`src/rtl/dac_channel_scheduler.sv`:
```
// dac_channel_scheduler
//   Front end for the serial DAC controller. Keeps a 12-bit shadow value and
//   a pending bit for each channel A..D. Pending channels are served one at a
//   time in round-robin order through the data/address/command/dactrig/dacdone
//   handshake. In sync mode every pending channel is loaded without updating
//   its output, and one update-all command then changes the outputs together.
//
// Ports
//   CLK50MHZ     system clock, rising edge
//   RST          synchronous active-high reset
//   wr_en        one-cycle write strobe for wr_chan / wr_data
//   wr_chan      target channel, 0..3 = A..D
//   wr_data      new channel value
//   sync_mode    0 = write-and-update, 1 = load all then update all
//   err_clr      clears err_timeout
//   data         value sent to the controller
//   address      channel address (0000..0011, 1111 = all)
//   command      controller command code
//   dactrig      one-cycle start pulse
//   dacdone      controller busy; its falling edge ends a transaction
//   busy         FSM is not in IDLE
//   pending      per-channel pending bits
//   err_timeout  sticky handshake timeout flag
module dac_channel_scheduler #(
   parameter int ACK_TIMEOUT  = 64,
   parameter int DONE_TIMEOUT = 2048,
   parameter int TW           = 12
) (
   input  logic        CLK50MHZ,
   input  logic        RST,
   input  logic        wr_en,
   input  logic [1:0]  wr_chan,
   input  logic [11:0] wr_data,
   input  logic        sync_mode,
   input  logic        err_clr,
   output logic [11:0] data,
   output logic [3:0]  address,
   output logic [3:0]  command,
   output logic        dactrig,
   input  logic        dacdone,
   output logic        busy,
   output logic [3:0]  pending,
   output logic        err_timeout
);

   localparam logic [2:0] S_IDLE       = 3'd0;
   localparam logic [2:0] S_LAUNCH     = 3'd1;
   localparam logic [2:0] S_LAUNCH_UPD = 3'd2;
   localparam logic [2:0] S_WAIT_ACK   = 3'd3;
   localparam logic [2:0] S_WAIT_DONE  = 3'd4;

   localparam logic [3:0] CMD_WRITE_UPD = 4'b0011;
   localparam logic [3:0] CMD_WRITE     = 4'b0000;
   localparam logic [3:0] CMD_UPD_ALL   = 4'b0001;
   localparam logic [3:0] CMD_NOP       = 4'b1111;
   localparam logic [3:0] ADDR_ALL      = 4'b1111;

   logic [2:0]        state_q, state_d;
   logic [3:0][11:0]  shadow_q, shadow_d;
   logic [3:0]        pending_q, pending_d;
   logic [1:0]        rr_ptr_q, rr_ptr_d;
   logic              batch_q, batch_d;
   logic [11:0]       data_q, data_d;
   logic [3:0]        address_q, address_d;
   logic [3:0]        command_q, command_d;
   logic              dactrig_q, dactrig_d;
   logic [TW-1:0]     cnt_q, cnt_d;
   logic              err_q, err_d;

   logic [1:0]        sel;
   logic              found;

   // Round-robin pick: scan rr_ptr+1, +2, +3 and finally rr_ptr itself.
   always_comb begin
      sel   = rr_ptr_q;
      found = 1'b0;
      for (int i = 1; i <= 4; i++) begin
         if (!found && pending_q[rr_ptr_q + 2'(i)]) begin
            sel   = rr_ptr_q + 2'(i);
            found = 1'b1;
         end
      end
   end

   always_comb begin
      state_d   = state_q;
      shadow_d  = shadow_q;
      pending_d = pending_q;
      rr_ptr_d  = rr_ptr_q;
      batch_d   = batch_q;
      data_d    = data_q;
      address_d = address_q;
      command_d = command_q;
      dactrig_d = 1'b0;
      cnt_d     = cnt_q;
      err_d     = err_clr ? 1'b0 : err_q;

      case (state_q)
         // The transaction fields and the trigger are registered on the edge
         // into LAUNCH, so they are on the pins during the LAUNCH cycle and
         // sync_mode is sampled exactly once per transaction.
         S_IDLE: begin
            if (|pending_q) begin
               state_d   = S_LAUNCH;
               data_d    = shadow_q[sel];
               address_d = {2'b00, sel};
               command_d = sync_mode ? CMD_WRITE : CMD_WRITE_UPD;
               dactrig_d = 1'b1;
               rr_ptr_d  = sel;
            end else if (batch_q) begin
               state_d   = S_LAUNCH_UPD;
               address_d = ADDR_ALL;
               command_d = CMD_UPD_ALL;
               dactrig_d = 1'b1;
            end
         end
         S_LAUNCH: begin
            pending_d[address_q[1:0]] = 1'b0;
            // A load-only write owes an update-all later.
            if (command_q == CMD_WRITE) batch_d = 1'b1;
            cnt_d   = '0;
            state_d = S_WAIT_ACK;
         end
         S_LAUNCH_UPD: begin
            batch_d = 1'b0;
            cnt_d   = '0;
            state_d = S_WAIT_ACK;
         end
         S_WAIT_ACK: begin
            if (dacdone) begin
               cnt_d   = '0;
               state_d = S_WAIT_DONE;
            end else if (cnt_q == TW'(ACK_TIMEOUT - 1)) begin
               err_d   = 1'b1;
               state_d = S_IDLE;
            end else begin
               cnt_d = cnt_q + TW'(1);
            end
         end
         S_WAIT_DONE: begin
            if (!dacdone) begin
               state_d = S_IDLE;
            end else if (cnt_q == TW'(DONE_TIMEOUT - 1)) begin
               err_d   = 1'b1;
               state_d = S_IDLE;
            end else begin
               cnt_d = cnt_q + TW'(1);
            end
         end
         default: state_d = S_IDLE;
      endcase

      // Applied after the launch clear so a same-cycle write keeps the
      // channel pending and its new value goes out on a later transaction.
      if (wr_en) begin
         shadow_d[wr_chan]  = wr_data;
         pending_d[wr_chan] = 1'b1;
      end
   end

   always_ff @(posedge CLK50MHZ) begin
      if (RST) begin
         state_q   <= S_IDLE;
         shadow_q  <= '0;
         pending_q <= '0;
         rr_ptr_q  <= 2'd3;
         batch_q   <= 1'b0;
         data_q    <= '0;
         address_q <= '0;
         command_q <= CMD_NOP;
         dactrig_q <= 1'b0;
         cnt_q     <= '0;
         err_q     <= 1'b0;
      end else begin
         state_q   <= state_d;
         shadow_q  <= shadow_d;
         pending_q <= pending_d;
         rr_ptr_q  <= rr_ptr_d;
         batch_q   <= batch_d;
         data_q    <= data_d;
         address_q <= address_d;
         command_q <= command_d;
         dactrig_q <= dactrig_d;
         cnt_q     <= cnt_d;
         err_q     <= err_d;
      end
   end

   assign data        = data_q;
   assign address     = address_q;
   assign command     = command_q;
   assign dactrig     = dactrig_q;
   assign busy        = (state_q != S_IDLE);
   assign pending     = pending_q;
   assign err_timeout = err_q;

endmodule

```
`config.mk`:
```
export PLATFORM = sky130hd
export DESIGN_NAME = dac_channel_scheduler
export DESIGN_NICKNAME = d
export VERILOG_FILES = /design/src/rtl/dac_channel_scheduler.sv
export SDC_FILE = /design/constraint.sdc
export NUM_CORES = 1
export LEC_CHECK = 0
export ABC_AREA = 1
export ABC_CLOCK_PERIOD_IN_PS = 4100
export BUFFER_PORTS_ARGS = -buffer_cell sky130_fd_sc_hd__buf_2
export CAP_MARGIN = 20
export CORE_MARGIN = 3
export CORE_UTILIZATION = 63
export CTS_CLUSTER_SIZE = 10
export DETAILED_ROUTE_END_ITERATION = 10
export PLACE_DENSITY_LB_ADDON = 0.05
export SYNTH_ARGS = -nofsm -noshare
export SYNTH_HDL_FRONTEND = slang
export SYNTH_SLANG_ARGS = --single-unit
export TNS_END_PERCENT = 5
```
`constraint.sdc`:
```
create_clock -name CLK50MHZ -period 4.1 [get_ports CLK50MHZ]
set_clock_uncertainty 0.15 [all_clocks]
set_input_delay 0.615 -clock CLK50MHZ [delete_from_list [all_inputs] [get_ports CLK50MHZ]]
set_output_delay 0.615 -clock CLK50MHZ [all_outputs]
set_load 0.02 [all_outputs]
```
==> load_flow_metrics.sql <==
INSERT INTO impl_metrics (metric_group, metric, value, unit) VALUES
('power', 'clock_power_share', '24.5', '%'),
('critical_path', 'timing.critical_path.fanout_max', '15', ''),
('floorplanning', 'placement_rows', '29', ''),
('place', 'gp_congestion', '0.8813', ''),
('detailed_routing', 'avgViaCountPerCell', '5.691', ''),
('clock_network', 'cts_made_buffers', '9', ''),
('layout', 'final_layout_size_suffix_gt1_share', '13.42', '%'),
('sta', 'hold_viol_final', '0', ''),
('floorplanning', 'vertical_die_dimension', '88.81', 'um'),
('detailed_routing', 'finalWirelength', '10.19', 'mm'),
('layout', 'antenna-diode-count', '0', ''),
('power', 'power_frac_seq', '41.0', '%'),
('flow_run', 'cap_violations', '0', ''),
('place', 'place_inst', '723', ''),
('clock_network', 'clock_sinks', '90', ''),
('floorplanning', 'num_io_pins', '47', ''),
('detailed_routing', 'initial_detailed_routing_violation_count', '328', ''),
('sta', 'post-route-min-period', '2.568', 'ns'),
('synth', 'synth_top_area_cell', 'sky130_fd_sc_hd__dfxtp_1', ''),
('power', 'leakagePower', '2.114', 'nW'),
('clock_network', 'worstSkewPairLatency', '0.36', 'ns'),
('critical_path', 'criticalPathCategory', 'flop to flop', ''),
('synth', 'netlist_instances', '630', ''),
('layout', 'syn_to_final_growth', '8.775', '%'),
('synth', 'synth.top_cell.area_share', '41.70', '%'),
('power', 'report.power.total', '2.525', 'mW'),
('synth', 'dominant_register_cell_in_the_synthesized_netlist', 'sky130_fd_sc_hd__dfxtp_1', ''),
('sta', 'fmax', '389.4', 'MHz'),
('clock_network', 'cts-hold-fix-buffers', '0', ''),
('power', 'p_comb_share', '34.5', '%'),
('synth', 'postSynthRegisterBits', '90', ''),
('sta', 'final.period_utilization', '62.64', '%'),
('grt', 'grt_max_degree', '45', ''),
('detailed_routing', 'drtAntennaViolNets', '0', ''),
('floorplanning', 'die_area', '7887', 'um2'),
('power', 'power.share.switching', '39.82', '%'),
('power', 'power.density_cell_area', '537.2', 'nW/um2'),
('floorplanning', 'core', '6495', 'um2'),
('detailed_routing', 'first_pass_iters', '7', ''),
('synth', 'syn-cell-area', '4320', 'um2'),
('grt', 'aggregate_global_route_resource_usage', '26.86', '%'),
('floorplanning', 'die_w', '88.81', 'um'),
('critical_path', 'path_buf_inv', '2', ''),
('synth', 'avg_inst_size_synth', '6.858', 'um2'),
('sta', 'fin_tns_setup', '0', 'ns'),
('sta', 'unrepaired_setup_endpoints_after_global_routing', 'false', ''),
('critical_path', 'worstPathArrival', '2.72', 'ns'),
('detailed_routing', 'avgRoutedWirePerCell', '13.76', 'um'),
('sta', 'worst_slew_margin_rel', '54.46', '%'),
('grt', 'antenna_found_initial', '0', ''),
('synth', 'ys_seq_area_share', '41.70', '%'),
('synth', 'synth_commonest_cells', 'sky130_fd_sc_hd__nand2_1 (117), sky130_fd_sc_hd__nand3_1 (94), sky130_fd_sc_hd__dfxtp_1 (90), sky130_fd_sc_hd__inv_1 (77), sky130_fd_sc_hd__a21oi_1 (58)', ''),
('critical_path', 'crit_family', 'simple AND/OR/NAND/NOR gates', ''),
('detailed_routing', 'drt_drc_violations_left', '0', ''),
('synth', 'netlist-cell-type-count', '31', ''),
('grt', 'number_of_global_route_vias_before_repair', '3811', ''),
('critical_path', 'endpoint_kind', 'flop', ''),
('synth', 'synth.yosys.warnings', '0', ''),
('clock_network', 'postCtsSetupBuffers', '0', ''),
('clock_network', 'reg_clk_slew_reported_paths', '0.09', 'ns'),
('grt', 'grt_remaining_overflow', '0', ''),
('status', 'outcome', 'finished, final reports clean', ''),
('synth', 'synthArstFlopShare', '0', '%'),
('synth', 'netlist_top_cells_area', 'sky130_fd_sc_hd__dfxtp_1 (42%), sky130_fd_sc_hd__nand3_1 (11%), sky130_fd_sc_hd__nand2_1 (10%)', ''),
('sta', 'slew_viol_final', '0', ''),
('floorplanning', 'initial_cell_density_of_the_core', '66.52', '%'),
('critical_path', 'cpMostUsedCell', 'sky130_fd_sc_hd__nand2_1', ''),
('synth', 'synthesis.nets', '651', ''),
('layout', 'fin_nets', '679', ''),
('critical_path', 'path_cells', 'inv_2, nand2_1, nand2_2, nand2_1, nand2_1, inv_2, nand3_2, nand2_2, nand2_1, nand3_1, nand3_1, nand2_1', ''),
('worst_hold_path', 'hold_path_class', 'flop to flop', '');
## path summary, 6_finish.rpt
| kind | cells after the start | from | endpoint | slack [ns] |
|---|---|---|---|---|
| min reg2reg | 2 | data[5] | data[5] | 0.30 |
| min | 2 | data[5] | data[5] | 0.30 |
| max | 12 | rr_ptr_q[0] | data[4] | 1.53 |
| max reg2reg | 12 | rr_ptr_q[0] | data[4] | 1.53 |
## power groups by stage
| stage | clock, mW | combinational, mW | sequential, mW |
|---|---|---|---|
| floorplan | 0 | 0.625 | 1.10 |
| global placement | 0 | 0.837 | 1.05 |
| detailed placement | 0 | 0.852 | 1.05 |
| CTS | 0.620 | 0.858 | 1.03 |
| global route | 0.659 | 0.967 | 1.05 |
| finish | 0.619 | 0.870 | 1.04 |
## cell type report
| cell class | instances | area, um2 |
|---|---|---|
| clock buffers | 10 | 137.6 |
| repair buffers | 47 | 257.7 |
| fillers | 544 | 1795 |
| flip-flops and latches | 90 | 1802 |
| clock inverters | 6 | 65.06 |
| multi-input cells | 425 | 2022 |
| well taps | 77 | 96.34 |
| inverters | 85 | 319.1 |
## tightest hold or removal path: cells and delay by family, from the launching register on
kind / cells / cell delay [ns]
DFF: 1 / 0.32
and+or+nand+nor: 2 / 0.10
## through the flow
| step | hold slack [ns] | worst slack, ns | area, um2 | utilization [%] |
|---|---|---|---|---|
| after floorplan | 0.2801 | 2.393 | 4320 | - |
| after global placement | 0.2835 | 1.357 | 4469 | 68.81 |
| after global routing | 0.3259 | 1.295 | 4700 | 72.36 |
| after detailed placement | 0.2850 | 1.295 | 4469 | 68.81 |
| after CTS | 0.3044 | 1.565 | 4672 | 71.93 |
| final | 0.3014 | 1.532 | 4700 | 72.36 |
## layout by cell type (no fill, tap or decap), drive strengths merged, types with 3 or more instances in the layout
cell type,synthesis,routed
a21oi,58,58
clkinv,0,3
dfxtp,90,90
o21ai,52,52
nor2,56,56
nand3,96,96
buf,13,47
inv,85,86
nand2,131,131
o31ai,4,4
nor3,9,9
nand4,5,5
clkbuf,17,10
## cells by family (layout without fill, tap and decap cells)
kind of cell / Yosys count / in the layout / synth area share, %
AND/OR/NAND/NOR: 302 / 302 / 31.54
XOR/XNOR: 2 / 2 / 0.4055
flip-flops: 90 / 90 / 41.70
buffers and inverters: 115 / 148 / 11.50
AO/OA/AOI/OAI: 120 / 120 / 14.57
adder cells (fa/ha/maj): 1 / 1 / 0.2896
## state kept, by name, summed over array words and instances, names as in the netlist
register,flops
pending,4
shadow_q,48
rr_ptr_q,2
address,3
dactrig,1
batch_q,1
command,3
state_q,3
cnt_q,12
err_timeout,1
data,12
## metal layers
| layer | share of wire, % | GRT usage, % |
|---|---|---|
| met4 | 2.0 | 12.36 |
| met2 | 47 | 44.47 |
| met1 | 45 | 35.00 |
| met3 | 6.1 | 3.073 |
| met5 | 0 | 0 |
(Power assumes the default switching activity.)
